[config.mk]
export PLATFORM = sky130hd
export DESIGN_NAME = uart_tx_dev
export DESIGN_NICKNAME = d
export VERILOG_FILES = /design/src/rtl/uart_tx_dev_pkg.sv /design/src/rtl/uart_tx_fifo.sv /design/src/rtl/uart_tx_dev.sv
export SDC_FILE = /design/constraint.sdc
export NUM_CORES = 1
export LEC_CHECK = 0
export ABC_AREA = 1
export BUFFER_PORTS_ARGS = -buffer_cell sky130_fd_sc_hd__buf_2
export CAP_MARGIN = 20
export CORE_MARGIN = 2
export CORE_UTILIZATION = 40
export CTS_CLUSTER_DIAMETER = 100
export DETAILED_ROUTE_END_ITERATION = 10
export SLEW_MARGIN = 20
export SYNTH_ARGS = -nofsm -noshare
export SYNTH_HDL_FRONTEND = slang
export SYNTH_SLANG_ARGS = --single-unit
[constraint.sdc]
create_clock -name clk -period 3.2 [get_ports clk]
set_input_delay 0.64 -clock clk [delete_from_list [all_inputs] [get_ports clk]]
set_output_delay 0.64 -clock clk [all_outputs]
set_load 0.01 [all_outputs]
[src/rtl/uart_tx_dev_pkg.sv]
// rtl/uart_tx_dev_pkg.sv - register map, status bit positions and FSM states for uart_tx_dev
package uart_tx_dev_pkg;

   localparam logic [1:0] REG_CTRL   = 2'b00;
   localparam logic [1:0] REG_STATUS = 2'b01;
   localparam logic [1:0] REG_DATA   = 2'b10;
   localparam logic [1:0] REG_DIV    = 2'b11;

   localparam int ST_FULL_BIT  = 0;
   localparam int ST_EMPTY_BIT = 1;
   localparam int ST_BUSY_BIT  = 2;
   localparam int ST_OVF_BIT   = 3;
   localparam int ST_COUNT_LSB = 8;

   // Divisors below this would collapse a bit to a single clock or less.
   localparam int unsigned MIN_DIV = 2;

   typedef enum logic [1:0] {
      S_IDLE  = 2'd0,
      S_START = 2'd1,
      S_DATA  = 2'd2,
      S_STOP  = 2'd3
   } tx_state_e;

endpackage

[src/rtl/uart_tx_fifo.sv]
// rtl/uart_tx_fifo.sv - byte-wide synchronous FIFO feeding the UART shifter
module uart_tx_fifo #(
   parameter int DEPTH = 4
) (
   input  logic                   clk,
   input  logic                   reset,
   input  logic                   push,
   input  logic                   pop,
   input  logic [7:0]             din,
   output logic [7:0]             dout,
   output logic                   full,
   output logic                   empty,
   output logic [$clog2(DEPTH):0] count
);
   localparam int AW = $clog2(DEPTH);
   localparam int CW = AW + 1;

   logic [7:0]    mem [DEPTH];
   logic [AW-1:0] wr_ptr;
   logic [AW-1:0] rd_ptr;
   logic          do_push;
   logic          do_pop;

   assign full    = (count == CW'(DEPTH));
   assign empty   = (count == '0);
   assign do_pop  = pop & ~empty;
   // A simultaneous pop frees a slot, so a push into a full FIFO still lands.
   assign do_push = push & (~full | do_pop);
   assign dout    = mem[rd_ptr];

   always_ff @(posedge clk or negedge reset) begin
      if (!reset) begin
         wr_ptr <= '0;
         rd_ptr <= '0;
         count  <= '0;
      end else begin
         if (do_push) wr_ptr <= wr_ptr + AW'(1);
         if (do_pop)  rd_ptr <= rd_ptr + AW'(1);
         case ({do_push, do_pop})
            2'b10:   count <= count + CW'(1);
            2'b01:   count <= count - CW'(1);
            default: count <= count;
         endcase
      end
   end

   always_ff @(posedge clk) begin
      if (do_push) mem[wr_ptr] <= din;
   end

endmodule

[src/rtl/uart_tx_dev.sv]
// rtl/uart_tx_dev.sv - bus-mapped 8N1 UART transmitter with TX FIFO and drain interrupt
module uart_tx_dev
   import uart_tx_dev_pkg::*;
#(
   parameter int               FIFO_DEPTH = 4,
   parameter int               DIV_W      = 16,
   parameter logic [DIV_W-1:0] DIV_RESET  = DIV_W'(868)
) (
   input  logic        clk,
   input  logic        reset,
   input  logic [31:2] Addr,
   input  logic        WE,
   input  logic [31:0] Din,
   output logic [31:0] Dout,
   output logic        IRQ,
   output logic        tx
);
   localparam int CW = $clog2(FIFO_DEPTH) + 1;

   tx_state_e        state;
   logic             en, ie, ovf;
   logic [DIV_W-1:0] div_reg, div_q, div_eff, baud_q;
   logic [7:0]       shift_q, fifo_dout;
   logic [2:0]       bit_idx;
   logic [CW-1:0]    fifo_count;
   logic             fifo_full, fifo_empty;
   logic             wr_ctrl, wr_status, wr_div, push_req;
   logic             busy, pop, bit_done;
   logic             unused_bits;

   assign wr_ctrl   = WE & (Addr[3:2] == REG_CTRL);
   assign wr_status = WE & (Addr[3:2] == REG_STATUS);
   assign push_req  = WE & (Addr[3:2] == REG_DATA);
   assign wr_div    = WE & (Addr[3:2] == REG_DIV);

   assign busy     = (state != S_IDLE);
   assign bit_done = (baud_q == '0);
   assign div_eff  = (div_reg < DIV_W'(MIN_DIV)) ? DIV_W'(MIN_DIV) : div_reg;
   // Pops happen only from IDLE or at the last clock of a stop bit.
   assign pop      = en & ~fifo_empty & ((state == S_IDLE) | ((state == S_STOP) & bit_done));
   assign IRQ      = ie & fifo_empty & ~busy;
   assign unused_bits = ^{Addr[31:4], Din};

   uart_tx_fifo #(.DEPTH(FIFO_DEPTH)) u_fifo (
      .clk   (clk),
      .reset (reset),
      .push  (push_req),
      .pop   (pop),
      .din   (Din[7:0]),
      .dout  (fifo_dout),
      .full  (fifo_full),
      .empty (fifo_empty),
      .count (fifo_count)
   );

   always_ff @(posedge clk or negedge reset) begin
      if (!reset) begin
         en      <= 1'b0;
         ie      <= 1'b0;
         ovf     <= 1'b0;
         div_reg <= DIV_RESET;
      end else begin
         if (wr_ctrl) begin
            en <= Din[0];
            ie <= Din[1];
         end
         if (wr_div) div_reg <= Din[DIV_W-1:0];
         if (wr_status)
            ovf <= 1'b0;
         else if (push_req & fifo_full & ~pop)
            ovf <= 1'b1;
      end
   end

   always_ff @(posedge clk or negedge reset) begin
      if (!reset) begin
         state   <= S_IDLE;
         tx      <= 1'b1;
         shift_q <= '0;
         div_q   <= DIV_W'(MIN_DIV);
         baud_q  <= '0;
         bit_idx <= '0;
      end else if (pop) begin
         state   <= S_START;
         tx      <= 1'b0;
         shift_q <= fifo_dout;
         div_q   <= div_eff;
         baud_q  <= div_eff - DIV_W'(1);
      end else begin
         case (state)
            S_IDLE: ;
            S_START: begin
               if (bit_done) begin
                  state   <= S_DATA;
                  tx      <= shift_q[0];
                  shift_q <= shift_q >> 1;
                  bit_idx <= '0;
                  baud_q  <= div_q - DIV_W'(1);
               end else begin
                  baud_q  <= baud_q - DIV_W'(1);
               end
            end
            S_DATA: begin
               if (bit_done) begin
                  baud_q <= div_q - DIV_W'(1);
                  if (bit_idx == 3'd7) begin
                     state <= S_STOP;
                     tx    <= 1'b1;
                  end else begin
                     tx      <= shift_q[0];
                     shift_q <= shift_q >> 1;
                     bit_idx <= bit_idx + 3'd1;
                  end
               end else begin
                  baud_q <= baud_q - DIV_W'(1);
               end
            end
            S_STOP: begin
               if (bit_done) state  <= S_IDLE;
               else          baud_q <= baud_q - DIV_W'(1);
            end
            default: state <= S_IDLE;
         endcase
      end
   end

   always_comb begin
      Dout = '0;
      case (Addr[3:2])
         REG_CTRL: Dout = {30'd0, ie, en};
         REG_STATUS: begin
            Dout[ST_FULL_BIT]          = fifo_full;
            Dout[ST_EMPTY_BIT]         = fifo_empty;
            Dout[ST_BUSY_BIT]          = busy;
            Dout[ST_OVF_BIT]           = ovf;
            Dout[ST_COUNT_LSB +: 4]    = 4'(fifo_count);
         end
         REG_DIV: Dout = 32'(div_reg);
         default: Dout = '0;
      endcase
   end

endmodule

Word level (Yosys, flattened, before mapping)
Memory sizes are Yosys's and may differ from the RTL's. Cells that the tools add are included.

$add $sub $neg: 8. $lt $le $gt $ge: 1. Eq/ne operators: 19. Multiplexer cells: 34. Bitwise operators: 19. Reductions and logical operators: 17.

Operator list (number): $mux 16 (4); $sub 16x1->16 const B (3); $mux 8 (4); $pmux 16 s2 (1); $ne 3x3->1 const B (6); $logic_not 16->1 (1); $lt 16x2->1 const B (1); $pmux 8 s2 (1); $and 1x1->1 (13); $pmux 3 s2 (2); $pmux 4 s3 (1); $eq 2x2->1 const B (5); $mux 2 (5); $reduce_and 5->1 (2); $mux 3 (3); $mux 1 (8); $mux 4 (2); $pmux 4 s2 (1); $reduce_bool 2->1 (4); $add 3x1->3 const B (2); $eq 2x1->1 const B (3); $eq 3x3->1 const B (2); $ne 2x2->1 const B (3); $pmux 2 s3 (1); other kinds (13) (20).

Bits in registers: 72. RAM bits: 32. Input port bits: 65. Memories kept: 1.

Memory list: u_fifo.mem (words 4, width 8, rd ports 1, clocked after Yosys merged registers in 0, write ports 1, RTL line uart_tx_fifo.sv:18) `logic [7:0] mem [DEPTH];`.

Logic depth before layout (Yosys ltp)
Gate-level depths: netlist of run 1.

Depth after elaboration: 9. Gate-level depth with buffers: 16. Gate-level depth less buffers: 15.

Modules after synthesis
From an unflattened synthesis of run 1, not the netlist that was laid out.

Cells, all modules: 807. Area, all modules: 6242.2 sq um.

Modules (own cells, without submodules): uart_tx_dev (instances 1, cells an instance 659, area each 4526.8 sq um, sequential area each 1635.3 sq um); uart_tx_fifo (instances 1, cells an instance 148, area each 1715.4 sq um, sequential area each 1136.1 sq um).

Worst setup path after synthesis of run 1
Ideal clock, no wire load.

Path kind: reg-to-reg. Start: register baud_q[0]. End: register u_fifo.count[2]. Setup time: 0.131 ns. Data arrival time: 2.288 ns. Required time: 3.069 ns. Path slack: 0.781 ns. Stages on the path, launching flop included: 17. Buffers on the path: 2. Period minus slack after synthesis: 2.419 ns. Cell sequence: dfrtp_1 > inv_1 > ha_1 > nand2_1 > nor2_2 > nand3_2 > nand2_1 > nand2_2 > buf_6 > inv_8 > buf_6 > ha_1 > inv_1 > fa_1 > a21oi_1 > o21ai_0 > xor2_1.

Cells in the longest elaborated chain, start to end: 9. Elaborated cells on any way between the ends: 11.

Ends and longest elaborated chain: start: declaration (RTL line uart_tx_dev.sv:22) `logic [DIV_W-1:0] div_reg, div_q, div_eff, baud_q;`; start signal: assignment (RTL line uart_tx_dev.sv:88) `baud_q <= div_eff - DIV_W'(1);`; start signal: assignment (RTL line uart_tx_dev.sv:98) `baud_q <= div_q - DIV_W'(1);`; start signal: assignment (RTL line uart_tx_dev.sv:100) `baud_q <= baud_q - DIV_W'(1);`; $logic_not 16->1 * (RTL line uart_tx_dev.sv:37) `assign bit_done = (baud_q == '0);`; $and 1x1->1 * (RTL line uart_tx_dev.sv:40) `assign pop = en & ~fifo_empty & ((state == S_IDLE) | ((state == S_STOP) & bit_done));`; $or 1x1->1 * (RTL line uart_tx_dev.sv:40); $and 1x1->1 * (RTL line uart_tx_dev.sv:40); $and 1x1->1 * (RTL line uart_tx_fifo.sv:26) `assign do_pop = pop & ~empty;`; net u_fifo.do_pop (RTL line uart_tx_fifo.sv:22) `logic do_pop;`; $or 1x1->1 (RTL line uart_tx_fifo.sv:28) `assign do_push = push & (~full | do_pop);`; $and 1x1->1 (RTL line uart_tx_fifo.sv:28); $eq 2x1->1 or $eq 2x2->1 (tied branches) (RTL line uart_tx_fifo.sv:39) `case ({do_push, do_pop})`; $pmux 3 s2 or $reduce_bool 2->1 (tied branches); end signal: assignment (RTL line uart_tx_fifo.sv:40) `2'b10: count <= count + CW'(1);`; end signal: assignment (RTL line uart_tx_fifo.sv:41) `2'b01: count <= count - CW'(1);`; end signal: assignment (RTL line uart_tx_fifo.sv:42) `default: count <= count;`; end: declaration (RTL line uart_tx_fifo.sv:13) `output logic [$clog2(DEPTH):0] count`.

Mark *: on every way through the listed nets, which the timed path passes. The rest lies on a longest branch. A chain may end at the register's enable or synchronous reset.

Worst setup path in the final report of run 1
Start: register baud_q[0]. End: register u_fifo.count[2].

Cells in the longest elaborated chain, start to end: 9. Elaborated cells on any way between the ends: 11.

Ends and longest elaborated chain (RTL line): $logic_not 16->1 * (uart_tx_dev.sv:37); $and 1x1->1 * (uart_tx_dev.sv:40); $or 1x1->1 * (uart_tx_dev.sv:40); $and 1x1->1 * (uart_tx_dev.sv:40); $and 1x1->1 * (uart_tx_fifo.sv:26); $or 1x1->1 (uart_tx_fifo.sv:28); $and 1x1->1 (uart_tx_fifo.sv:28); $eq 2x1->1 or $eq 2x2->1 (tied branches) (uart_tx_fifo.sv:39); $pmux 3 s2 or $reduce_bool 2->1 (tied branches).

Every way passes the cells marked *; elsewhere a longest branch is shown, timed or not.

==> results of run 1 <==
[metal layers]
layer / vias to the layer above / global-route usage / part of all wire
li1: 2471 / - / -
met1: 2276 / 0.222 / 0.45
met2: 137 / 0.304 / 0.49
met3: 23 / 0.0257 / 0.042
met4: 0 / 0.0595 / 0.020
met5: - / 0 / 0
[placed cells by master (no fill, tap or decap), drive strengths merged, types with 2 or more instances in the layout]
cell,count
a32oi,7
conb,16
xnor2,5
xor2,15
nor3,5
dfstp,7
o221ai,2
clkinv,4
buf,45
dfrtp,65
nor2,111
o211ai,8
clkbuf,11
nand3,52
nand2,202
a31oi,6
o22ai,4
nand4,7
inv,76
a21oi,27
edfxtp,32
ha,15
nand3b,2
o21ai,53
[path summary, 6_finish.rpt]
kind / to / start / slack, ns / depth (start not counted)
max in group asynchronous: div_q[7] / reset / 2.15 / 1
min: baud_q[11] / reset / 0.41 / 1
min in group clk: bit_idx[1] / bit_idx[1] / 0.49 / 2
max reg2reg: u_fifo.count[2] / baud_q[0] / 0.59 / 14
max: u_fifo.count[2] / baud_q[0] / 0.59 / 14
min reg2reg: bit_idx[1] / bit_idx[1] / 0.49 / 2
[stage by stage]
step	utilization	power (mW)	std cells	cell area (um^2)	hold slack [ns]
3_3_place_gp	0.428	4.33	955	6270	0.466
4_1_cts	0.448	5.52	970	6570	0.482
2_1_floorplan	-	3.96	764	6080	0.344
6_report	0.448	5.49	970	6570	0.411
3_5_place_dp	0.428	4.39	955	6270	0.485
5_1_grt	0.448	5.96	970	6570	0.519
[area by class of cell]
type                       count  area [um^2]
clock buffer                  11          243
clock inverter                 4         55.1
fill                        1463         8080
inverter                      78          303
multi-input combinational    544         2720
sequential                   104         2770
tap                          184          230
timing repair buffer          45          245
[cell families (layout without fill, tap and decap cells)]
kind of cell	count (synthesis)	count (layout)	share of synthesized area
AOI/OAI and AO/OA	111	111	0.109
DFF	104	104	0.460
xor gates and xnor gates	20	20	0.0291
buffers and inverters	116	138	0.0986
adders and majority gates	16	16	0.0345
other	1	16	0.000622
and+or+nand+nor	381	381	0.268
[power by group through the flow]
stage | clock (mW) | combinational, mW | sequential, mW
after floorplan | 0 | 1.93 | 2.03
after global placement | 0 | 2.17 | 2.15
after detailed placement | 0 | 2.22 | 2.17
after CTS | 1.13 | 2.24 | 2.15
after global routing | 1.18 | 2.57 | 2.21
final | 1.11 | 2.23 | 2.15
==> run summary, run 1 <==
The number of hold violations in the final report came out at 0. The clock transition at the registers of the reported paths works out to 0.07 ns. The tools report the type of element launching the critical path as a flip-flop.

The cell class contributing the biggest share of worst-path delay was adder cells. The power density over the cells was 836 nW/um^2. The net count of the finished layout is 863, and the average vias per placed instance is 5.06. Summed over all layers, the routed wires come to 13,500 um. The run gives 2.29 mW as the power dissipated by switching net loads. The number of standard-cell rows in the floorplan was 44. The most common flop cell mapped by yosys is dfrtp_1. Synthesis inferred 104 register bits. The final antenna diode count is 0.

The largest single stage delay on the critical path is 0.41 ns. For this run, design rule violations remaining after detail routing come to 0. The slowest stage of the critical path belongs to the cell dfrtp_1.

Input and output buffers added on the ports amount to 38. The critical path goes through inv_1 -> ha_1 -> nand2_1 -> nor2_2 -> nand3_2 -> nand2_1 -> nand2_2 -> inv_8 -> ha_1 -> inv_1 -> fa_1 -> a21oi_1 -> o21ai_0 -> xor2_1. The category of the critical setup timing path is reg -> reg. TritonCTS built the clock tree. The tools report the via count of the first global-routing pass as 4,632. The count of mapped cells out of synthesis is 749. For the worst-skew pair, the clock arrives at the later sink with an insertion delay of 0.35 ns.

Across all setup checks in the final design, the least slack found is 0.593 ns. The all-layer global routing usage was 0.174; the placeable core area was 14,600 um^2. For the worst setup path, the data required time is 3.43 ns. For the initial core utilization, the log shows 0.412. For the leakage power, the log shows 3.02 nW. The ratio of final minimum period to clock period was 0.815; the number of gates resized after cts was 0. The fraction of power spent switching nets was 0.417; the routability congestion estimate was 0.892. The first routing iteration left 293 violations. Of all nets on the critical path, the largest fanout is 35. The number of enable-type register cells in the synthesized netlist works out to 32. Dividing the synthesized area by the synthesized cell count gives 8.05 um^2. The share of layout cells above drive strength 1 came out at 0.123. The run gives 0.391 as the sequential power share.

The share of synthesized registers carrying an async set or reset was 0.692. Derived from the worst setup path, the maximum achievable clock frequency is 384 MHz. The detail-routed net length per standard cell works out to 13.9 um. The number of buffers inserted during clock tree synthesis came out at 9. In the post-synthesis netlist, the biggest area contributors are dfrtp_1 (27%), edfxtp_1 (16%), nand2_1 (12%). Setup violations remaining at the end of the flow were counted as 0. The number of antenna violations at the first check in global routing was 0; the count of antenna-violating nets left after detailed routing was 0. Ranked by flip-flop count, first place goes to u_fifo.mem. The register with the most flip-flops in the layout has 32 of them.

The tree is rooted in a clkbuf_16. The min-delay analysis places its worst path in the category in -> async. Setup repair after global routing left no endpoint under its margin. The logs give 104 for the number of clock sinks and 0 for the number of slew-limit violations in the final report.

The buffer count from post-CTS setup fixing is 0. The count of TritonRoute iterations in the first routing pass is 5. The critical path contains buffers and inverters numbering 3 combined. The tools report the aggregate negative setup slack as 0 ns. Among all cell types in the netlist, the one instantiated most often is nand2_1. The half-perimeter wire length after detailed placement is 9900 um.

The netlist uses 45 different library cells. No sink is reached through more buffers than the 2 on the longest clock path. For this run, the number of Yosys warnings is 0.

Counting instances in the post-synthesis netlist gives the leading cell types as nand2_1 (196), nor2_1 (99), inv_1 (74). Across the run, the number of max-cap violations was 0. Minimum clock period: 2.61 ns. The area fraction of the dominant cell type after synthesis was 0.270. The worst-margin pin slew is 0.947 ns.

The tools report the remaining max-slew budget at the tightest pin as 0.369. The maximum vdd drop is 0.310 mV, and the portion of total power attributed to combinational logic is 0.407. The run gives 0.00865 ns as the setup skew after layout. The clock tree synthesis step divided the H-tree into 3 levels. The run finished with clean final reports. The area growth from synthesis to layout is 8.92%.

I/O pin total: 99. For the cell internal power dissipation, the log shows 3.20 mW. Entering global routing, the biggest net connects 73 pins.

The relative contribution of the clock network to total power is 0.202, and the floorplan die area is 16,100 um^2. The cell type with the highest aggregate area in the netlist is dfrtp_1. The first global-routing pass estimated 22,400 um of wire. The die span in y works out to 127 um. The floorplan step set the die width to 127 um. Across all layers, the routed design uses 4,907 vias.

The synthesized netlist occupies a cell area of 6030 um^2. Data on the critical path arrives at its endpoint at 2.83 ns. The post-synthesis sequential area ratio came out at 0.460. The kind of capture point of the worst setup path was a flip-flop. The sum of overflow across all layers after global routing is 0, and the worst setup timing slack at the placement stage is 0.597 ns. The number of buffers inserted by hold repair at cts is 0.
(Power assumes the default switching activity.)
==> run 2, diff against run 1 <==
Clock period 3.2 ns to 2.7 ns, I/O delays scaled along.
==> run summary, run 2 (synthesized netlist as in run 1, its figures left out) <==
The run finished with clean final reports. Cell with the largest stage delay on the worst path: dfrtp_1. The library cells used most frequently in the layout, excluding fill and tap cells, are nand2_1 (196), nor2_1 (99), inv_1 (74). The number of clock sinks is 104, and the number of hold violations in the final report is 0. After layout, the minimum clock period comes to 2.41 ns. The run gives 16,100 um^2 as the floorplan die area. The wire length of the first global-routing pass is 23,000 um. Summed over all failing endpoints, the final setup total negative slack is 0 ns.

The buffer count from post-CTS setup fixing was 0; the maximum level of the CTS H-tree was 3. The run gives 959 as the placed instance count. Setup violations remaining at the end of the flow were counted as 0.

The ratio of final minimum period to clock period was 0.892; the number of antenna violations at the first check in global routing was 0. Dividing total power by cell area gives a power density of 996 nW/um^2. The tool flagged a number of max-cap violations equal to 0. Among cell families on the critical path, the largest total delay comes from adder cells. The detailed-route DRC error count is 0. After clock tree synthesis, the flow added hold-fix buffers numbering 0. The worst register-to-register path begins at baud_q[0]. The number of vias in the routed layout is 4,873.

The number of flip-flops under the largest register name was 32; the count of antenna-violating nets left after detailed routing was 0. The detail-routed net length per standard cell was 14.2 um. On the worst path, the slowest cell contributes a delay of 0.40 ns.

The tools report the type of element launching the critical path as a flip-flop. OpenSTA, run right after detailed placement, puts the worst setup slack at 0.282 ns. Setup repair after global routing left no endpoint under its margin.

TritonCTS built the clock tree. The critical path goes through inv_1 -> ha_1 -> nand2_1 -> nor2_2 -> nand3_2 -> nand2_1 -> nand2_2 -> inv_8 -> ha_1 -> inv_1 -> fa_1 -> a21oi_1 -> o21ai_0 -> xor2_1. The sum of overflow across all layers after global routing was 0. Number of standard cells in the layout, taps in and fillers out: 975. The depth of the worst register-to-register path was 14; the via count of the first global-routing pass was 4,774. Entering global routing, the biggest net connects 73 pins. The repair_antennas step left the layout with diodes totalling 0. The number of slew-limit violations in the final report came out at 0. The tools report the final routed wirelength across all metal layers as 13,800 um. The root buffer cell is clkbuf_16. For the clock tree buffer depth, the log shows 2.

The net count of the finished layout is 867. Compared with the post-synthesis result, the final layout area differs by 9.36%. The count of buffers added on input and output ports is 38. The critical path contains buffers and inverters numbering 3 combined. Slack of the critical path: 0.292 ns.

The run gives 14,600 um^2 as the placeable core area. The number of clock buffers added by TritonCTS is 9. STA puts the critical path data arrival time at 2.65 ns. Along the worst path, the maximum fanout reaches 4.

The tools report the capturing point of the worst reg2reg path as u_fifo.count[2]. The count of TritonRoute iterations in the first routing pass was 5; the setup skew after layout was 0.00936 ns. From bottom edge to top edge, the die measures 127 um.

The tools report the all-layer global routing usage as 0.181. The HPWL after detailed placement is 10,200 um. The detailed router finished its first iteration with 263 violations.

For the initial core utilization, the log shows 0.412. The average vias per placed instance works out to 5.00. The leading cell type in the layout, fill and taps excluded is nand2_1. Share of layout cells above drive strength 1: 0.128. The number of inserted filler cells in the final layout is 1,491, and the timing-limited maximum frequency is 415 MHz. For this design the static power due to leakage is 3.05 nW. IR analysis of the VDD net gives a maximum drop of 0.564 mV. After clock tree synthesis, the repair step resized 0 gates. The endpoint required time on the critical path is 2.94 ns.

For the worst-skew pair, the clock arrives at the later sink with an insertion delay of 0.36 ns. Register-to-register setup slack: 0.29 ns. The register with the most flip-flops is u_fifo.mem. In this run the horizontal extent of the chip is 127 um. Clock-pin slew was measured on the worst setup and hold paths at 0.07 ns.

The worst-margin pin slew was 0.933 ns; the number of standard-cell rows in the floorplan was 44. The worst min-delay path class was in -> async. For the remaining max-slew budget at the tightest pin, the log shows 0.378. At the end of routability-driven placement, the weighted congestion stood at 0.847. I/O pin total: 99.

The critical path in this run is classified as reg -> reg. The worst setup path is captured at a flip-flop.
-- run 2: changes by cell type in the layout (fill, tap and decap cells not counted), sizes merged --
cell      change
buf           +4
inv           +2
clkbuf        -1
clkinv        +1
clkinvlp      -1
-- run 2: layout make-up --
class,count,area [um^2],area share
Tap cell,184,230,0.0349
Multi-Input combinational cell,544,2720,0.412
Clock buffer,10,229,0.0347
Sequential cell,104,2770,0.420
Clock inverter,6,65.1,0.00987
Inverter,78,303,0.0459
Timing Repair Buffer,49,275,0.0418
-- run 2: through the flow --
step / utilization / total power [mW] / hold WS [ns] / area [um^2]
2_1_floorplan: - / 4.69 / 0.244 / 6080
3_3_place_gp: 0.430 / 5.18 / 0.473 / 6300
3_5_place_dp: 0.430 / 5.27 / 0.476 / 6300
4_1_cts: 0.450 / 6.62 / 0.364 / 6590
5_1_grt: 0.450 / 7.13 / 0.417 / 6590
6_report: 0.450 / 6.57 / 0.329 / 6590
-- run 2: report_power, final --
part           internal (mW)  switching, mW
clock                  0.723          0.596
combinational          0.982           1.75
sequential              2.09          0.424
total                   3.79           2.77
-- run 2: layer usage --
metal  track usage  up-vias  part of all wire
met5             0        -                 0
met4        0.0537        0             0.016
met3        0.0371       17             0.033
met2         0.323       84              0.50
met1         0.222     2295              0.45
li1              -     2477                 -
-- run 2: worst register-to-register path: cells and delay by family, from the launching register on --
family	cells	cell delay, ns
AO/OA/AOI/OAI	2	0.26
adder cells (fa/ha/maj)	3	0.73
flip-flops	1	0.40
XOR/XNOR	1	0.15
AND/OR/NAND/NOR	5	0.51
buffers and inverters	3	0.26
-- run 2: worst max-delay path by stage --
stage / from / slack, ns / end / depth (start not counted)
3_5_place_dp: baud_q[0] / 0.28 / u_fifo.count[2] / 14
6_report: baud_q[0] / 0.29 / u_fifo.count[2] / 14
3_3_place_gp: baud_q[0] / 0.29 / u_fifo.count[2] / 14
4_1_cts: baud_q[0] / 0.29 / u_fifo.count[2] / 14
2_1_floorplan: baud_q[0] / 0.28 / u_fifo.count[2] / 16
5_1_grt: baud_q[0] / 0.07 / u_fifo.count[2] / 14
==> run 3, diff against run 2 <==
Settings changed: CORE_ASPECT_RATIO set to 0.7, CORE_MARGIN 2 to unset.
==> run summary, run 3 (synthesized netlist as in run 1, its figures left out) <==
99 I/O pins were placed. STA puts the critical path data required time at 2.93 ns. The all-layer global routing usage is 0.195. Setup violations remaining at the end of the flow were counted as 0. The aggregate negative setup slack came out at 0 ns. TritonCTS built the clock tree. For the maximum level of the CTS H-tree, the log shows 3. The die span in y was 105 um. For this block, the initial DRC count from the detailed router was 316. The number of standard-cell rows in the floorplan came out at 37. The share of layout cells above drive strength 1 was 0.132; the count of buffers from port buffering was 38. The minimum clock period is 2.46 ns.

0 antenna diodes ended up in the layout. On the final layout, the worst clock skew is 0.0107 ns. The kind of capture point of the worst setup path was a flip-flop. Setup repair after global routing left no endpoint under its margin. The multi-input combinational cells in the finished layout cover a total of 2730 um^2. The register with the most flip-flops was u_fifo.mem. At the pin with the least slew margin, the transition time is 0.673 ns. For the floorplan die area, the log shows 15,600 um^2. The half-perimeter wire length after detailed placement came out at 10,500 um. After detailed routing, the total wire length is 14,200 um.

The detailed-route DRC error count is 0, and the ratio of final minimum period to clock period is 0.911. Maximum vdd drop: 0.400 mV. For the number of hold violations in the final report, the log shows 0. Leaving out fill and tap cells, the most frequent cells in the layout are nand2_1 (196), nor2_1 (99), inv_1 (74).

The area growth from synthesis to layout is 10.5%. In this run the worst path has a maximum fanout of 8. The first global-routing pass estimated 23,800 um of wire. The tools report the number of slew-limit violations in the final report as 0. The number of antenna violations at the first check in global routing is 0. The library cell used most frequently in the layout, excluding fill and tap cells, is nand2_1. The root buffer cell is clkbuf_16. The clock latency on the worst-skew pair is 0.35 ns, and the die span in x is 149 um. The sum of overflow across all layers after global routing is 0. The worst setup path is of the reg -> reg kind. The logs give 2770 um^2 for the register area and 104 for the number of clock sinks. Dividing the detail-routed wire length by the instance count gives 14.3 um.

The run finished with clean final reports. Overall power consumption after layout is estimated at 6.64 mW. Remaining max-slew budget at the tightest pin: 0.550. After the last flow step, the layout net total stands at 869. The number of buffers inserted during clock tree synthesis is 9. The register with the most flip-flops in the layout has 32 of them. The run gives 0 as the count of antenna-violating nets left after detailed routing. The analysis attributes to cell leakage a power of 3.07 nW.

Fill cells in the final layout number 1,473. Max-cap violations in this run came to 0. The routed layout has 4,871 vias.

STA classifies the critical path startpoint as a flip-flop. The via count of the first global-routing pass was 4,568. The run gives 407 MHz as the timing-limited maximum frequency. The count of TritonRoute iterations in the first routing pass is 5, and the placeable core area is 14,700 um^2. The run gives 2 as the clock tree buffer depth. The initial core utilization was 0.409; the largest net degree at the start of global routing was 45.

At the end of routability-driven placement, the weighted congestion stood at 0.852. For the arrival time reported for the critical path endpoint, the log shows 2.69 ns. The worst hold path belongs to the class in -> async.

Clock-pin slew was measured on the worst setup and hold paths at 0.07 ns. For this design the ratio of total power to cell area is 998 nW/um^2. Average vias per placed instance: 4.93.
==> run 3: changes by cell type in the layout (fill, tap and decap cells not counted), sizes merged <==
cell / before / now
clkinvlp: 0 / 1
clkbuf: 10 / 9
buf: 49 / 51
clkinv: 5 / 4
inv: 78 / 79
==> run 3: where the power goes <==
group	total, mW	internal, mW	switching, mW
Sequential	2.54	2.09	0.448
Clock	1.37	0.738	0.630
Combinational	2.74	0.991	1.75
==> run 3: timing repair <==
action,CTS,global route
hold buffers,0,0
resized for setup,0,2
endpoints found under the setup margin,0,1
buffers inserted,0,0
==> run 3: worst paths after layout <==
check | start | to | slack (ns) | cells past startpoint
setup / recovery | baud_q[0] | u_fifo.count[2] | 0.24 | 14
hold reg to reg | bit_idx[1] | bit_idx[1] | 0.49 | 2
hold / removal | reset | shift_q[7] | 0.16 | 1
setup reg to reg | baud_q[0] | u_fifo.count[2] | 0.24 | 14
min in group clk | Din[0] | u_fifo.mem[3][0] | 0.42 | 1
max in group asynchronous | reset | div_q[1] | 1.91 | 2
==> run 3: area by class of cell <==
class                      instances  area share
inverter                          78      0.0455
multi-input combinational        544       0.409
tap                              195      0.0366
timing repair buffer              51      0.0455
sequential                       104       0.416
clock inverter                     7      0.0130
clock buffer                       9      0.0338
==> run 3: metrics by stage <==
step           instance area, um^2  hold WS (ns)  worst slack [ns]  std cells  utilization
3_5_place_dp                  6340         0.480             0.206        972        0.431
3_3_place_gp                  6340         0.468             0.242        972        0.431
2_1_floorplan                 6080         0.244             0.281        764            -
5_1_grt                       6660         0.211          0.000657        988        0.452
4_1_cts                       6650         0.189             0.182        988        0.452
6_report                      6660         0.160             0.240        988        0.452
==> run 3: routing by layer <==
layer	share of wire	up-vias	routed length, um	GRT usage
met5	0	-	0	0
met2	0.39	128	5480	0.271
met3	0.050	7	701	0.0354
li1	-	2484	-	-
met1	0.56	2252	7890	0.313
met4	0.0053	0	75	0.0277
==> run 3: worst max-delay path, stage by stage, from the launching register on <==
cell	delay, ns
dfrtp_1	0.40
inv_1	0.13
ha_2	0.23
nand2_1	0.07
nor2_2	0.17
nand3_2	0.09
nand2_1	0.11
nand2_4	0.11
inv_8	0.06
ha_1	0.14
inv_1	0.07
fa_1	0.37
a21oi_1	0.14
o21ai_0	0.11
xor2_1	0.15
